File: src/rtl/pipe_pkg.sv
// Shared types and constants for the pipeline hazard/forwarding controller.
//   sb_slot_t    : one scoreboard slot {valid, dst, wr, load}
//   SB_ADDR_W    : register-address width carried in a slot
//   FWD_REGFILE  : forward-select value meaning "read the register file"
//   REG_ZERO     : hardwired-zero register, never tracked
//   SLOT_BUBBLE  : an empty (invalid) slot
package pipe_pkg;

   localparam int SB_ADDR_W   = 5;
   localparam int FWD_REGFILE = 0;

   localparam logic [SB_ADDR_W-1:0] REG_ZERO = '0;

   typedef struct packed {
      logic                 valid;
      logic [SB_ADDR_W-1:0] dst;
      logic                 wr;
      logic                 load;
   } sb_slot_t;

   localparam sb_slot_t SLOT_BUBBLE = '0;

endpackage

File: src/rtl/pipeline_hazard_ctrl_if.sv
// Decode-stage <-> hazard controller bundle.
// Handshake: id_valid offers the ID-stage instruction; issue is the
// acceptance. The instruction transfers into EX on a rising edge where
// id_valid & issue. stall/flush are advisory to the front end and never
// transfer anything themselves.
//   master : decode/control side (drives id_* and br_taken)
//   slave  : hazard controller (drives stall, flush, issue, fwd selects)
interface pipeline_hazard_ctrl_if #(
   parameter int REG_ADDR_W = 5,
   parameter int DEPTH      = 3,
   parameter int FWD_W      = $clog2(DEPTH + 1)
);
   logic                  id_valid;
   logic [REG_ADDR_W-1:0] id_rs;
   logic [REG_ADDR_W-1:0] id_rt;
   logic                  id_rs_used;
   logic                  id_rt_used;
   logic [REG_ADDR_W-1:0] id_dst;
   logic                  id_reg_write;
   logic                  id_mem_read;
   logic                  id_multi;
   logic                  br_taken;
   logic                  stall;
   logic                  flush;
   logic                  issue;
   logic [FWD_W-1:0]      fwd_a_sel;
   logic [FWD_W-1:0]      fwd_b_sel;

   modport master (
      output id_valid, id_rs, id_rt, id_rs_used, id_rt_used, id_dst,
             id_reg_write, id_mem_read, id_multi, br_taken,
      input  stall, flush, issue, fwd_a_sel, fwd_b_sel
   );

   modport slave (
      input  id_valid, id_rs, id_rt, id_rs_used, id_rt_used, id_dst,
             id_reg_write, id_mem_read, id_multi, br_taken,
      output stall, flush, issue, fwd_a_sel, fwd_b_sel
   );
endinterface

File: src/rtl/hazard_fwd_match.sv
// Youngest-match priority encoder for one ID source operand.
//   slots    : scoreboard, index 0 = EX (youngest) .. DEPTH-1 = WB
//   src/used : source register address and whether it is read
//   sel      : 0 = register file, k+1 = forward from slot k
//   load_use : youngest match is a load not yet forwardable
module hazard_fwd_match
   import pipe_pkg::*;
#(
   parameter int DEPTH    = 3,
   parameter int LOAD_LAT = 1,
   parameter int FWD_W    = $clog2(DEPTH + 1)
) (
   input  sb_slot_t             slots [DEPTH],
   input  logic [SB_ADDR_W-1:0] src,
   input  logic                 used,
   output logic [FWD_W-1:0]     sel,
   output logic                 load_use
);

   // Walk oldest to youngest so the youngest match overwrites.
   always_comb begin
      sel      = FWD_W'(FWD_REGFILE);
      load_use = 1'b0;
      for (int k = DEPTH - 1; k >= 0; k--) begin
         if (used && (src != REG_ZERO) && slots[k].valid && slots[k].wr &&
             (slots[k].dst == src)) begin
            sel      = FWD_W'(k + 1);
            load_use = slots[k].load && (k < LOAD_LAT);
         end
      end
   end

endmodule

File: src/rtl/pipeline_hazard_ctrl.sv
// Hazard and forwarding controller for the five-stage MIPS pipeline.
// Tracks in-flight register writes in a DEPTH-slot shift register and
// produces forward selects, load-use / multi-cycle stalls and branch flush.
// Ports:
//   clk, rst_n   : clock (rising edge), async active-low reset
//   bus (slave)  : decode-stage bundle, see pipeline_hazard_ctrl_if
//   stall_count, flush_count : saturating event counters, present only
//                  when HAZARD_STATS_EN is defined
module pipeline_hazard_ctrl
   import pipe_pkg::*;
#(
   parameter int REG_ADDR_W = 5,
   parameter int DEPTH      = 3,
   parameter int LOAD_LAT   = 1,
   parameter int MULTI_LAT  = 4,
   parameter int FWD_W      = $clog2(DEPTH + 1)
) (
   input  logic                 clk,
   input  logic                 rst_n,
   pipeline_hazard_ctrl_if.slave bus
`ifdef HAZARD_STATS_EN
   ,
   output logic [31:0]          stall_count,
   output logic [31:0]          flush_count
`endif
);

   localparam int CNT_W = (MULTI_LAT > 1) ? $clog2(MULTI_LAT) : 1;

   sb_slot_t              slots [DEPTH];
   logic [CNT_W-1:0]      busy_cnt;
   logic [REG_ADDR_W-1:0] rs_in, rt_in, dst_in;
   logic                  load_use_a, load_use_b;
   logic                  load_use, multi_busy;
   logic                  stall, flush, issue;
   sb_slot_t              new_slot;

   assign rs_in  = bus.id_rs;
   assign rt_in  = bus.id_rt;
   assign dst_in = bus.id_dst;

   hazard_fwd_match #(.DEPTH(DEPTH), .LOAD_LAT(LOAD_LAT), .FWD_W(FWD_W)) u_match_a (
      .slots    (slots),
      .src      (SB_ADDR_W'(rs_in)),
      .used     (bus.id_rs_used),
      .sel      (bus.fwd_a_sel),
      .load_use (load_use_a)
   );

   hazard_fwd_match #(.DEPTH(DEPTH), .LOAD_LAT(LOAD_LAT), .FWD_W(FWD_W)) u_match_b (
      .slots    (slots),
      .src      (SB_ADDR_W'(rt_in)),
      .used     (bus.id_rt_used),
      .sel      (bus.fwd_b_sel),
      .load_use (load_use_b)
   );

   assign load_use   = load_use_a | load_use_b;
   assign multi_busy = (busy_cnt != '0);

   // A taken branch squashes the ID instruction, so it overrides any stall.
   assign flush = bus.br_taken;
   assign stall = bus.id_valid & ~bus.br_taken & (load_use | multi_busy);
   assign issue = bus.id_valid & ~stall & ~bus.br_taken;

   assign bus.stall = stall;
   assign bus.flush = flush;
   assign bus.issue = issue;

   always_comb begin
      new_slot = SLOT_BUBBLE;
      if (issue) begin
         new_slot.valid = 1'b1;
         new_slot.dst   = SB_ADDR_W'(dst_in);
         new_slot.wr    = bus.id_reg_write;
         new_slot.load  = bus.id_mem_read;
      end
   end

   // Slots keep advancing while a multi-cycle op occupies EX: the op's write
   // is tracked from issue and bubbles follow it down the pipe.
   always_ff @(posedge clk or negedge rst_n) begin
      if (!rst_n) begin
         for (int i = 0; i < DEPTH; i++) slots[i] <= SLOT_BUBBLE;
      end else begin
         for (int i = DEPTH - 1; i >= 1; i--) slots[i] <= slots[i-1];
         slots[0] <= new_slot;
      end
   end

   // Not cleared by flush: the multi-cycle op is older than the branch.
   always_ff @(posedge clk or negedge rst_n) begin
      if (!rst_n) begin
         busy_cnt <= '0;
      end else if (issue && bus.id_multi) begin
         busy_cnt <= CNT_W'(MULTI_LAT - 1);
      end else if (busy_cnt != '0) begin
         busy_cnt <= busy_cnt - 1'b1;
      end
   end

`ifdef HAZARD_STATS_EN
   always_ff @(posedge clk or negedge rst_n) begin
      if (!rst_n) begin
         stall_count <= '0;
         flush_count <= '0;
      end else begin
         if (stall && (stall_count != '1)) stall_count <= stall_count + 32'd1;
         if (flush && (flush_count != '1)) flush_count <= flush_count + 32'd1;
      end
   end
`endif

endmodule

File: src/flat_wrapper.sv
// flat-port wrapper written by rule: the top's interface ports become plain ports
module pipeline_hazard_ctrl_flat import pipe_pkg::*;
#(
   parameter int REG_ADDR_W = 5,
   parameter int DEPTH      = 3,
   parameter int LOAD_LAT   = 1,
   parameter int MULTI_LAT  = 4,
   parameter int FWD_W      = $clog2(DEPTH + 1)
)
  (clk, rst_n, bus_id_valid, bus_id_rs, bus_id_rt, bus_id_rs_used, bus_id_rt_used, bus_id_dst, bus_id_reg_write, bus_id_mem_read, bus_id_multi, bus_br_taken, bus_stall, bus_flush, bus_issue, bus_fwd_a_sel, bus_fwd_b_sel);
  pipeline_hazard_ctrl_if #(.REG_ADDR_W(REG_ADDR_W), .DEPTH(DEPTH), .FWD_W(FWD_W)) bus_i ();
  input  logic clk;
  input  logic rst_n;
  input wire logic [$bits(bus_i.id_valid)-1:0] bus_id_valid;
  input wire logic [$bits(bus_i.id_rs)-1:0] bus_id_rs;
  input wire logic [$bits(bus_i.id_rt)-1:0] bus_id_rt;
  input wire logic [$bits(bus_i.id_rs_used)-1:0] bus_id_rs_used;
  input wire logic [$bits(bus_i.id_rt_used)-1:0] bus_id_rt_used;
  input wire logic [$bits(bus_i.id_dst)-1:0] bus_id_dst;
  input wire logic [$bits(bus_i.id_reg_write)-1:0] bus_id_reg_write;
  input wire logic [$bits(bus_i.id_mem_read)-1:0] bus_id_mem_read;
  input wire logic [$bits(bus_i.id_multi)-1:0] bus_id_multi;
  input wire logic [$bits(bus_i.br_taken)-1:0] bus_br_taken;
  output wire logic [$bits(bus_i.stall)-1:0] bus_stall;
  output wire logic [$bits(bus_i.flush)-1:0] bus_flush;
  output wire logic [$bits(bus_i.issue)-1:0] bus_issue;
  output wire logic [$bits(bus_i.fwd_a_sel)-1:0] bus_fwd_a_sel;
  output wire logic [$bits(bus_i.fwd_b_sel)-1:0] bus_fwd_b_sel;
  assign bus_i.id_valid = bus_id_valid;
  assign bus_i.id_rs = bus_id_rs;
  assign bus_i.id_rt = bus_id_rt;
  assign bus_i.id_rs_used = bus_id_rs_used;
  assign bus_i.id_rt_used = bus_id_rt_used;
  assign bus_i.id_dst = bus_id_dst;
  assign bus_i.id_reg_write = bus_id_reg_write;
  assign bus_i.id_mem_read = bus_id_mem_read;
  assign bus_i.id_multi = bus_id_multi;
  assign bus_i.br_taken = bus_br_taken;
  assign bus_stall = bus_i.stall;
  assign bus_flush = bus_i.flush;
  assign bus_issue = bus_i.issue;
  assign bus_fwd_a_sel = bus_i.fwd_a_sel;
  assign bus_fwd_b_sel = bus_i.fwd_b_sel;
  pipeline_hazard_ctrl #(.REG_ADDR_W(REG_ADDR_W), .DEPTH(DEPTH), .LOAD_LAT(LOAD_LAT), .MULTI_LAT(MULTI_LAT), .FWD_W(FWD_W)) u_core (.clk(clk), .rst_n(rst_n), .bus(bus_i));
endmodule
File: config.mk
export PLATFORM = sky130hd
export DESIGN_NAME = pipeline_hazard_ctrl_flat
export DESIGN_NICKNAME = d
export VERILOG_FILES = /design/src/rtl/pipe_pkg.sv /design/src/rtl/pipeline_hazard_ctrl_if.sv /design/src/rtl/hazard_fwd_match.sv /design/src/rtl/pipeline_hazard_ctrl.sv /design/src/flat_wrapper.sv
export SDC_FILE = /design/constraint.sdc
export NUM_CORES = 1
export LEC_CHECK = 0
export ABC_AREA = 1
export CAP_MARGIN = 20
export CORE_UTILIZATION = 35
export CTS_BUF_LIST = sky130_fd_sc_hd__clkbuf_16
export CTS_CLUSTER_DIAMETER = 40
export DETAILED_ROUTE_END_ITERATION = 16
export SYNTH_ARGS = -nofsm -noshare
export SYNTH_HDL_FRONTEND = slang
export SYNTH_HIERARCHICAL = 1
export SYNTH_SLANG_ARGS = --single-unit
File: constraint.sdc
create_clock -name clk -period 1.24 [get_ports clk]
set_input_delay 0.124 -clock clk [delete_from_list [all_inputs] [get_ports clk]]
set_output_delay 0.124 -clock clk [all_outputs]
set_load 0.01 [all_outputs]
# [Word-level counts from Yosys, hierarchy flattened]
# Index checks and enable logic that the tools add are counted.
[word_totals] reg_bits=24 out_inout_bits=7
[op_classes] add_sub_neg=1 n_eq_ne=6 mux=11 bitwise=8 n_reduce_logical=25
[op_table] cell="$eq A5 B5 Y1" count=6
[op_table] cell="$logic_and A1 B1 Y1" count=21
[op_table] cell="$mux W2" count=8
[op_table] cell="$reduce_bool A5 Y1" count=2
[op_table] cell="$mux W8" count=1
[op_table] cell="$and A1 B1 Y1" count=4
[op_table] cell="$reduce_bool A2 Y1" count=2
[op_table] cell="$mux W1" count=2
[op_table] cell="$not A1 Y1" count=2
[op_table] cell="$or A1 B1 Y1" count=2
[op_table] cell="$sub A2 B1 Y2 const B" count=1

# [Logic depth before layout (Yosys ltp)]
[depth] word_depth=14 mapped_depth=11

# [Cells and area by module]
# The synthesis kept the hierarchy.
[modules_own_cells] mod="pipeline_hazard_ctrl" n_inst=1 cells_per_inst=58 area_per_inst_um2=813.3 seq_area_each_um2=650.6
[modules_own_cells] mod="hazard_fwd_match" n_inst=2 cells_per_inst=86 area_per_inst_um2=371.6 seq_area_each_um2=0.0

# [Least setup slack after synthesis]
# No wires, ideal clock.
[synth_timing] path_kind="flip-flop to output port" from="register, netlist name u_core/slots[21]" to="output port bus_issue" arrival_time_ps=1223 path_slack_ps=-107 path_stages_with_launch=10 n_path_buf=0 cell_sequence="dfrtp_1 -> o21ai_0 -> nor2_1 -> nand3_1 -> nor2_2 -> inv_2 -> nor2_2 -> nor2_2 -> nand3_4 -> inv_1"
[synth_between] elab_chain_len=9 elab_cells_between_ends=12 cone_classes="2 x eq/ne; 2 x mux; 6 x bitwise; 2 x reduce/logical"
[synth_lines] item="$eq A5 B5 Y1" line="hazard_fwd_match.sv:26" source="(slots[k].dst == src)) begin"
[synth_lines] item="$logic_and A1 B1 Y1" line="hazard_fwd_match.sv:25" source="if (used && (src != REG_ZERO) && slots[k].valid && slots[k].wr &&"
[synth_lines] item="$mux W1" line="hazard_fwd_match.sv:25"
[synth_lines] item="named net u_core.load_use_b" line="pipeline_hazard_ctrl.sv:33" source="logic load_use_a, load_use_b;"
[synth_lines] item="$or A1 B1 Y1" line="pipeline_hazard_ctrl.sv:58" source="assign load_use = load_use_a | load_use_b;"
[synth_lines] item="$or A1 B1 Y1" line="pipeline_hazard_ctrl.sv:63" source="assign stall = bus.id_valid & ~bus.br_taken & (load_use | multi_busy);"
[synth_lines] item="$and A1 B1 Y1" line="pipeline_hazard_ctrl.sv:63"
[synth_lines] item="$not A1 Y1" line="pipeline_hazard_ctrl.sv:64" source="assign issue = bus.id_valid & ~stall & ~bus.br_taken;"
[synth_lines] item="$and A1 B1 Y1 (2 in series)" line="pipeline_hazard_ctrl.sv:64"
[synth_lines] item="end: declaration" line="flat_wrapper.sv:26" source="output wire logic [$bits(bus_i.issue)-1:0] bus_issue;"
# The timed path passes the listed nets, and every way through them passes these cells.

# [Final worst setup path]
[layout_timing] from="register, netlist name u_core/slots[19]" to="output port bus_stall"
[layout_between] elab_chain_len=6 elab_cells_between_ends=9 cone_classes="2 x eq/ne; 2 x mux; 3 x bitwise; 2 x reduce/logical"
[layout_lines] item="$eq A5 B5 Y1" line="hazard_fwd_match.sv:26"
[layout_lines] item="$logic_and A1 B1 Y1" line="hazard_fwd_match.sv:25"
[layout_lines] item="$mux W1" line="hazard_fwd_match.sv:25"
[layout_lines] item="named net u_core.load_use_a" line="pipeline_hazard_ctrl.sv:33"
[layout_lines] item="$or A1 B1 Y1" line="pipeline_hazard_ctrl.sv:58"
[layout_lines] item="$or A1 B1 Y1" line="pipeline_hazard_ctrl.sv:63"
[layout_lines] item="$and A1 B1 Y1" line="pipeline_hazard_ctrl.sv:63"
[layout_lines] item="end: declaration" line="flat_wrapper.sv:24" source="output wire logic [$bits(bus_i.stall)-1:0] bus_stall;"
# The timed path passes the listed nets, and every way through them passes these cells.

==> metrics.txt <==
status=complete, but fails checks; failing checks=negative setup slack; endpoint of the worst register-to-register path=u_core/slots[22]; detailed placement HPWL=about 2.9 mm; mean routed wirelength per cell=about 11 um; detailed router's first-iteration violation count=101; hold crit path type=input port to asynchronous set/reset pin; type of origin of the critical path=flip-flop; top fanout value on the critical path=5; height of the die=roughly 68 um; Worst Reg2Reg Path Length in Cells=11; number of placement rows=23; I/O Buffers=30; critical path class=flip-flop to primary output; Pwr per Cell Area=~1100 nW/um^2; TritonCTS clock tree=built; measured slew at the worst slew-check pin=0.308 ns; initial antenna violation count=0; Setup crit end kind=primary output; antenna-violating nets left=0; total I/O pin count=31; netlist area before placement=around 1500 um^2; post-synthesis average cell area=roughly 6.6 um^2; total vias in the final route=1555; floorplan die width=roughly 68 um; most common cell after layout, fill and taps aside=nand2_1; net count after synthesis=between 200 and 300; total routed wirelength=roughly 3.8 mm; sequential group share of total power=0.374; number of endpoints with negative hold slack in the final report=0; final estimated routing congestion in global placement=slightly below 0.9; Clk Tree Root Cell=clkbuf_16; area grow syn2layout=54.7%; maximum clock insertion buffer count=2; launch instance of the worst register-to-register path=u_core/slots[19]; Mapped Cells=between 200 and 250; clock network latency to the later pin of the worst-skew pair=between 0.2 and 0.3 ns; overall overflow remaining after global route=0; Final Cell Area=2330 um^2; fin util=0.574; register-to-register setup slack=-0.29 ns; max-slew violation total from the final report=0; CTS hold repair buffers=0; part of the power in combinational logic=0.262; routed via count divided by cell count=around 4.5; placed inst area=a little over 2000 um^2; number of inserted diodes=0; unrepaired setup endpoints after global routing=yes; number of nets in the final layout=roughly 320; WP data arrival=1.70 ns; starting utilization of the core area=0.371; Internal=1.87 mW; clock transition at the register clock pins on the worst setup and hold paths after CTS=0.06 ns; final non-filler cell total=348; ratio of final minimum period to clock period=1.47; Final setup viols=16; worst setup path start=u_core/slots[19]; post-route DRC violation count=0; worst hold-check slack=between 0.2 and 0.25 ns; Net Sw Frac=0.268; final setup TNS=-5.80 ns; fin worst setup slack=-0.581 ns; peak supply drop=approximately 1.2 mV; commonest cells after routing, fill and taps aside=nand2_1, inv_1, buf_4; share of cells above drive strength 1=0.319; area enclosed by the die boundary=between 4000 and 5000 um^2; Leak Pwr=between 1 and 1.5 nW; Fmax achieved=549 MHz; proportion of power drawn by the clock network=0.364; worst clock skew=about 0.0053 ns; global-route total usage across every layer=0.183; vias in the first global route=~1300; core area=about 4100 um^2; data required time of the critical path=roughly 1.1 ns; post-route total power=approximately 2.6 mW; pre-CTS worst setup slack=-0.969 ns; final worst path period need=1.82 ns; net switching component of the power=around 0.68 mW; Ys Warns=6; worst slew slack as a fraction of its limit=0.795; htree depth=1; maximum number of pins on one net before global-route repair=25; iteration count of the initial detailed-routing pass=4; wire length of the first global-routing pass=5.92 mm; Cell Count Post-Placement=between 300 and 400; max-capacitance violation count=0; clock sink count=24; total clock buffers created by CTS=3
-- area by class of cell --
class	count	area [um^2]
fill	393	1730
multi-input combinational	155	787
sequential	24	606
timing repair buffer	67	589
inverter	48	180
clock buffer	3	75.1
tap	50	62.6
clock inverter	1	30.0
-- per-layer routing --
| layer | global-route usage | vias to the layer above | wire [um] |
|---|---|---|---|
| met5 | 0 | - | 0 |
| met4 | 0.0745 | 0 | 54 |
| met3 | 0.0405 | 5 | 232 |
| met2 | 0.298 | 47 | 1930 |
| met1 | 0.231 | 685 | 1610 |
| li1 | - | 818 | - |
-- critical path: stages (launching register included) --
cell     delay [ns]
dfrtp_2        0.45
nand2_1        0.08
o21ai_1        0.05
nor2_1         0.12
nand3_1        0.11
nor2_2         0.12
inv_2          0.07
nor2_4         0.10
nor2_4         0.06
nand2_1        0.05
and2_4         0.13
buf_6          0.09
-- sequential cells by signal, summed over array words and instances (netlist names) --
signal and count:
u_core/slots 22, u_core/busy_cnt 2
-- power by group through the flow --
stage / Combinational (mW) / Sequential [mW] / Clock, mW
final: 0.669 / 0.953 / 0.928
after CTS: 0.649 / 0.949 / 0.946
after detailed placement: 0.638 / 0.963 / 0
after floorplan: 0.346 / 0.945 / 0
after global routing: 0.748 / 0.964 / 0.998
after global placement: 0.629 / 0.960 / 0
-- worst max-delay path by stage --
stage	to	slack, ns	depth (start not counted)
after floorplan	bus_stall	-0.06	10
after CTS	bus_stall	-0.60	11
after global routing	bus_stall	-0.66	12
final	bus_stall	-0.58	11
after global placement	bus_stall	-0.97	13
after detailed placement	bus_stall	-0.97	13
-- repair_timing --
action,in CTS,in global routing
hold endpoints to repair,0,0
pin swaps,19,14
setup buffers,10,4
resized for setup,49,22
setup endpoints to repair,17,16
No activity file was read; power rests on OpenSTA's default activity.
